## src/rtl/stream_demux.sv

```systemverilog
// stream_demux: registered 1-to-CHANNELS valid/ready demultiplexer with broadcast,
// one holding register per channel, and sticky tracking of out-of-range selects.
module stream_demux #(
  parameter int WIDTH    = 32,
  parameter int CHANNELS = 4,
  parameter int SEL_W    = $clog2(CHANNELS)
) (
  input  logic                      clk,
  input  logic                      rst,
  input  logic                      in_valid,
  output logic                      in_ready,
  input  logic [WIDTH-1:0]          in_data,
  input  logic [SEL_W-1:0]          in_sel,
  input  logic                      in_bcast,
  output logic [CHANNELS-1:0]       out_valid,
  input  logic [CHANNELS-1:0]       out_ready,
  output logic [CHANNELS*WIDTH-1:0] out_data,
  output logic                      sel_err,
  output logic [7:0]                drop_cnt
);

  localparam logic [SEL_W:0] SEL_LIMIT = (SEL_W + 1)'(CHANNELS);

  logic [CHANNELS-1:0] free;
  logic [CHANNELS-1:0] sel_hit;
  logic [CHANNELS-1:0] load;
  logic                in_range;
  logic                accept;
  logic                drop;

  // A channel can take a word when empty or when its entry leaves this same edge.
  assign free     = ~out_valid | out_ready;
  assign in_range = ({1'b0, in_sel} < SEL_LIMIT);

  always_comb begin
    sel_hit = '0;
    for (int k = 0; k < CHANNELS; k++) begin
      sel_hit[k] = (in_sel == SEL_W'(k));
    end
  end

  // Out-of-range words are always taken so a bad select cannot wedge the producer.
  always_comb begin
    if (in_bcast) begin
      in_ready = &free;
    end else if (!in_range) begin
      in_ready = 1'b1;
    end else begin
      in_ready = |(free & sel_hit);
    end
  end

  assign accept = in_valid & in_ready;
  assign load   = accept ? (in_bcast ? {CHANNELS{1'b1}} : sel_hit) : '0;
  assign drop   = accept & ~in_bcast & ~in_range;

  always_ff @(posedge clk) begin
    if (rst) begin
      out_valid <= '0;
      out_data  <= '0;
      sel_err   <= 1'b0;
      drop_cnt  <= 8'd0;
    end else begin
      for (int k = 0; k < CHANNELS; k++) begin
        if (load[k]) begin
          out_valid[k]                 <= 1'b1;
          out_data[k*WIDTH +: WIDTH]   <= in_data;
        end else if (out_ready[k]) begin
          out_valid[k]                 <= 1'b0;
        end
      end
      if (drop) begin
        sel_err <= 1'b1;
        if (drop_cnt != 8'hFF) begin
          drop_cnt <= drop_cnt + 8'd1;
        end
      end
    end
  end

endmodule
```

## config.mk

```make
export PLATFORM = sky130hd
export DESIGN_NAME = stream_demux
export DESIGN_NICKNAME = d
export VERILOG_FILES = /design/src/rtl/stream_demux.sv
export SDC_FILE = /design/constraint.sdc
export NUM_CORES = 1
export LEC_CHECK = 0
export CAP_MARGIN = 40
export CORE_ASPECT_RATIO = 0.8
export CORE_UTILIZATION = 48
export DETAILED_ROUTE_END_ITERATION = 6
export GPL_TIMING_DRIVEN = 0
export MAX_ROUTING_LAYER = met4
export PLACE_DENSITY = 0.9
export SYNTH_ARGS = -nofsm -noshare
export SYNTH_HDL_FRONTEND = slang
export SYNTH_SLANG_ARGS = --single-unit
```

## constraint.sdc

```tcl
create_clock -name clk -period 2 [get_ports clk]
set_input_delay 0.3 -clock clk [delete_from_list [all_inputs] [get_ports clk]]
set_output_delay 0.3 -clock clk [all_outputs]
set_load 0.01 [all_outputs]
```

# Word-level counts from Yosys, hierarchy flattened
# Index checks and enable logic that the tools add are counted.
# totals
register_bits,132
inputBits,42
word_cells,33
# classes
eq_ne,3
n_mux,11
bitwise,4
reduce_logical,7
# ops
op,n
$mux 1,9
$mux 4,2
$reduce_bool 2->1,4
$and 4x4->4,1
$eq 2x2->1 const B,2
$not 4->4,1
$or 4x4->4,1
$reduce_and 4->1,1
$reduce_or 4->1,1
$eq 2x1->1 const B,1
$logic_not 2->1,1
$and 1x1->1,1

# Longest topological paths before layout
# depth
depth_word,8
ltp_mapped,7

# Worst setup path before layout
# No wires, ideal clock.
# synth_timing
path_type,register -> output
from,reg out_valid[2]
to,out in_ready
arrival_time_ns,1.460
required_time_ns,1.700
slack_ns,0.240
path_stages_with_launch,6
n_path_buf,2
cell_sequence,dfxtp_1 -> nor2b_1 -> buf_6 -> o41a_1 -> clkbuf_1 -> o22ai_1
# synth_via
elab_chain_len,5
word_cells_on_any_way,6
cone_classes,mux (1); bitwise (3); reduce/logical (2)
# synth_rtl
element,line,source
from (decl),15,"output logic [CHANNELS-1:0] out_valid,"
from (signal assigned),59,out_valid <= '0;
"from (signal, indexed assignment)",66,out_valid[k] <= 1'b1;
"from (signal, indexed assignment)",69,out_valid[k] <= 1'b0;
$not 4->4 (*),32,assign free = ~out_valid | out_ready;
$or 4x4->4 (*),32,
$and 4x4->4,49,in_ready = |(free & sel_hit);
$reduce_or 4->1,49,
$mux 1 (*),44,if (in_bcast) begin
to (decl),11,"output logic in_ready,"
# Every way passes the cells marked *; elsewhere a longest branch is shown, timed or not.

# Worst setup path after layout
# layout_timing
from,reg out_valid[1]
to,reg out_data[33]
# layout_via
elab_chain_len,7
word_cells_on_any_way,8
cone_classes,mux (2); bitwise (4); reduce/logical (2)
# layout_rtl
element,line,source
$not 4->4 (*),32,
$or 4x4->4 (*),32,
$and 4x4->4,49,
$reduce_or 4->1,49,
$mux 1 (*),44,
$and 1x1->1 (*),53,assign accept = in_valid & in_ready;
$mux 4 (*),54,assign load = accept ? (in_bcast ? {CHANNELS{1'b1}} : sel_hit) : '0;
"to (signal, indexed assignment)",67,out_data[k*WIDTH +: WIDTH] <= in_data;
to (decl),17,"output logic [CHANNELS*WIDTH-1:0] out_data,"
# Marks and branches as above.
# A chain may end at the register's enable or synchronous reset.

==> results.md <==
Run status:
- The flow ran to the end, but the final reports show violations.
- The final reports fail on negative setup slack.

Critical path:
- The startpoint identified for the worst register-to-register timing path is out_valid[1].
- The startpoint type of the worst setup path is a flip-flop.
- The buffers plus inverters on the worst setup path is 3.
- The worst-path maximum fanout is 10.
- The arrival time at the worst endpoint is 2610 ps.
- The cell family contributing the most delay on the critical path is simple AND/OR/NAND/NOR gates.
- The cell type with the highest occurrence count on the critical path is buf_4.
- Traced cell by cell, the critical path runs through nor2b_1 -> buf_4 -> buf_4 -> nor4_2 -> clkbuf_1 -> a32oi_1 -> nand2_1.
- The slowest stage of the critical path belongs to the cell nor4_2.
- Data on the critical path is required at its endpoint by around 2400 ps.
- The kind of critical path is reg2reg.
- The delay of the slowest cell on the worst path is 730 ps.
- The critical register-to-register path endpoint is out_data[33].
- For flop-to-flop paths, the worst setup slack is -250 ps.
- The capturing element type of the critical path is a flip-flop.
- The number of cells on the worst reg-to-reg path is 7.

Place:
- The routability-driven placement congestion ratio is 0.898.
- The count of input and output buffers is 172.
- The HPWL after detailed placement is 16100 um.

Floorplanning:
- The region available for standard cell placement spans between 10000 and 15000 um2.
- The die covers 14000 um2.
- The floorplan has 37 rows.
- The effective utilization at floorplan is 49.8%.
- The die width is around 130 um.
- The number of placed I/O pins is 184.
- The die is ~110 um tall.

Yosys:
- Summed over its instances, the top area cell type makes up 40.6% of the synthesized netlist area.
- Yosys attributes the largest share of cell area to dfxtp_1, a32oi_1, a22oi_1, nor2b_1, nand2b_1.
- The synthesized flop and latch total is around 130.
- Synthesis handed over a netlist of 768 instances.
- The Yosys step of the flow raised 0 warnings.
- The cell area after technology mapping is 6500 um2.
- The post-synthesis sequential area ratio is between 40% and 50%.
- The post-synthesis average cell area is around 8.5 um2.
- The distinct cell type count after synthesis is 32.
- The cell taking the most area after synthesis is dfxtp_1.

Timing:
- Derived from the worst setup path, the maximum achievable clock frequency is 0.445 GHz.
- The number of max-slew violations in the final report came to 0.
- The setup-violating endpoint count in the final report is 51.
- On the final layout, the worst clock skew is 9.17 ps.
- Across all setup checks in the final design, the least slack found is -246 ps.
- The final cycle utilization of the critical path is 112%.
- The setup TNS after final layout is -5260 ps.
- The post-route worst hold slack is 321 ps.
- Headroom to the max-slew limit came out at between 40 and 50%.
- For the pin with the worst max-slew slack, the measured transition is ~840 ps.
- Setup repair after global routing could not meet its margin everywhere.
- The minimum period implied by the final worst setup slack is 2250 ps.
- The final count of hold timing violations came to 0.

Worst hold path:
- The worst hold path begins at in_valid.
- The depth of the worst hold-timing path is 3.
- The sink of the worst hold path is out_valid[3].
- In this run the worst hold path is classified as in2reg.

Routing:
- The detail route stage leaves a number of antenna-violating nets equal to 0.
- The count of TritonRoute iterations in the first routing pass is 6.
- The detailed-route DRC error count is 0.
- After detailed routing, the number of vias per cell comes to 6.15.
- Detailed routing inserted a total of 7155 vias.
- The number of violations reported at the end of detailed-routing iteration 0 is approximately 1100.
- The average wire per cell in the routed design is 20.1 um.
- For this block, the routed nets add up to about 23000 um of wire.

Layout:
- The filler cells instantiated in the layout total roughly 980.
- The area growth from synthesis to layout is 42.8%.
- The final layout contains between 1000 and 1500 nets.
- The most frequent standard cell in the layout excluding fill and tap cells is clkdlybuf4s50_1.
- In the final layout, the share of cells above drive strength 1 is 9.12%.
- Summing all flip-flop and latch instances after layout gives 2640 um2.
- In the layout the commonest cells are clkdlybuf4s50_1, dfxtp_1, nor2b_1, nor2_1, nand2b_1.
- In the final layout, the multi-input gates occupy 3480 um2.

Global route:
- The first-pass GRT wire length is 35400 um.
- The initial antenna violation count is 1.
- The via count of the first global-routing pass came to 6655.
- Entering global routing, the biggest net connects 17 pins.
- For this run the aggregate overflow at the end of global routing stands at 0.
- The overall global routing resource usage is about a third.

Power:
- The overall power of the completed layout is between 7 and 8 mW.
- The peak supply drop is 0.588 mV.
- The leakage power is around 3.8 nW.
- Power spread over the standard cell area amounts to about 860 nW/um2.

Clocking:
- The tree is rooted in a clkbuf_16.
- In this run, CTS created clock tree buffers numbering 17.
- The H-tree depth is 4.
- The total number of clock tree sinks is 132.
- The worst-skew pair later-pin latency is approximately 430 ps.
- The maximum root-to-sink buffer count is 2.
- For this design, the CTS-stage hold fixing added 0 buffers.
- The TritonCTS clock tree is done.
- The clock transition time at the flip-flop clock pins of the worst setup and hold paths is about 60 ps.

Flow run:
- The number of max-cap violations is 0.
kinds of logic after synthesis:
| kind of cell | Yosys count | synth area share [%] |
|---|---|---|
| other | 1 | 0.0577 |
| AOI/OAI and AO/OA | 199 | 22.1 |
| DFF | 132 | 40.6 |
| and+or+nand+nor | 313 | 24.9 |
| buffers and inverters | 89 | 7.06 |
| muxes | 34 | 5.23 |
Yosys cell counts:
cell type	count
nand2b_1	67
a22oi_1	64
nor4b_2	1
buf_6	9
nor2b_1	69
dfxtp_1	132
o41ai_4	1
mux2i_1	34
a31oi_1	1
nand3_1	33
o22ai_1	1
nand2_1	65
o41a_1	1
buf_1	2
a21oi_1	34
nor3_1	1
and3_1	1
and2b_2	1
inv_2	1
o21ai_0	19
o21ai_1	13
nor4_2	2
nand3b_1	2
conb_1	1
buf_2	10
buf_4	12
a32oi_1	64
clkbuf_1	55
nor2_1	68
a32oi_2	1
or4_4	2
nor4_1	1
registers in the layout, summed over array words and instances (netlist names):
register,flops
out_data,128
out_valid,4
worst max-delay path by stage:
| stage | from | endpoint | slack [ps] | depth (start not counted) |
|---|---|---|---|---|
| after floorplan | out_valid[2] | in_ready | 240 | 5 |
| after global routing | out_valid[1] | out_data[36] | -270 | 7 |
| after detailed placement | in_bcast | in_ready | -1040 | 6 |
| after global placement | in_bcast | in_ready | -1050 | 6 |
| final | out_valid[1] | out_data[33] | -250 | 7 |
| after CTS | out_valid[0] | in_ready | -140 | 6 |
tightest hold or removal path: stages:
cell	delay, ps
buf_2	180
a21oi_1	160
nor2_1	60
through the flow:
step | util (%) | instance area (um2) | setup WS, ps | instances
after floorplan | - | 6530 | 240 | 776
after global placement | 64.9 | 8470 | -1050 | 1123
after detailed placement | 64.9 | 8470 | -1040 | 1123
after CTS | 70.9 | 9260 | -139 | 1162
after global routing | 71.2 | 9290 | -271 | 1163
final | 71.2 | 9290 | -246 | 1163
power by group:
part           total (mW)  switching [mW]  leakage [nW]  internal, mW
Sequential           2.92           0.107          1.08          2.81
Combinational        1.46           0.774          2.38         0.687
Clock                3.58            1.20         0.324          2.38
layer usage:
metal	wire length [um]	vias up	part of all wire, %	track usage (%)
met5	0	-	0	-
met4	698	0	3.0	11.8
met3	3300	85	14	10.5
met2	10300	594	44	50.6
met1	9080	3323	39	41.8
li1	-	3153	-	-
cell type report:
cell class	count	area share (%)
Timing Repair Buffer	179	19.1
Inverter	1	0.0404
Multi-Input combinational cell	555	37.5
Buffer	88	5.28
Tap cell	175	2.36
Sequential cell	132	28.5
Clock inverter	12	2.45
Antenna cell	1	0.0269
Clock buffer	20	4.81
repair_timing:
item / 4_1_cts / 5_1_grt
setup buffers: 7 / 0
resized for setup: 23 / 15
endpoints found under the setup margin: 2 / 76
pin swaps: 2 / 0
(Power assumes the default switching activity.)
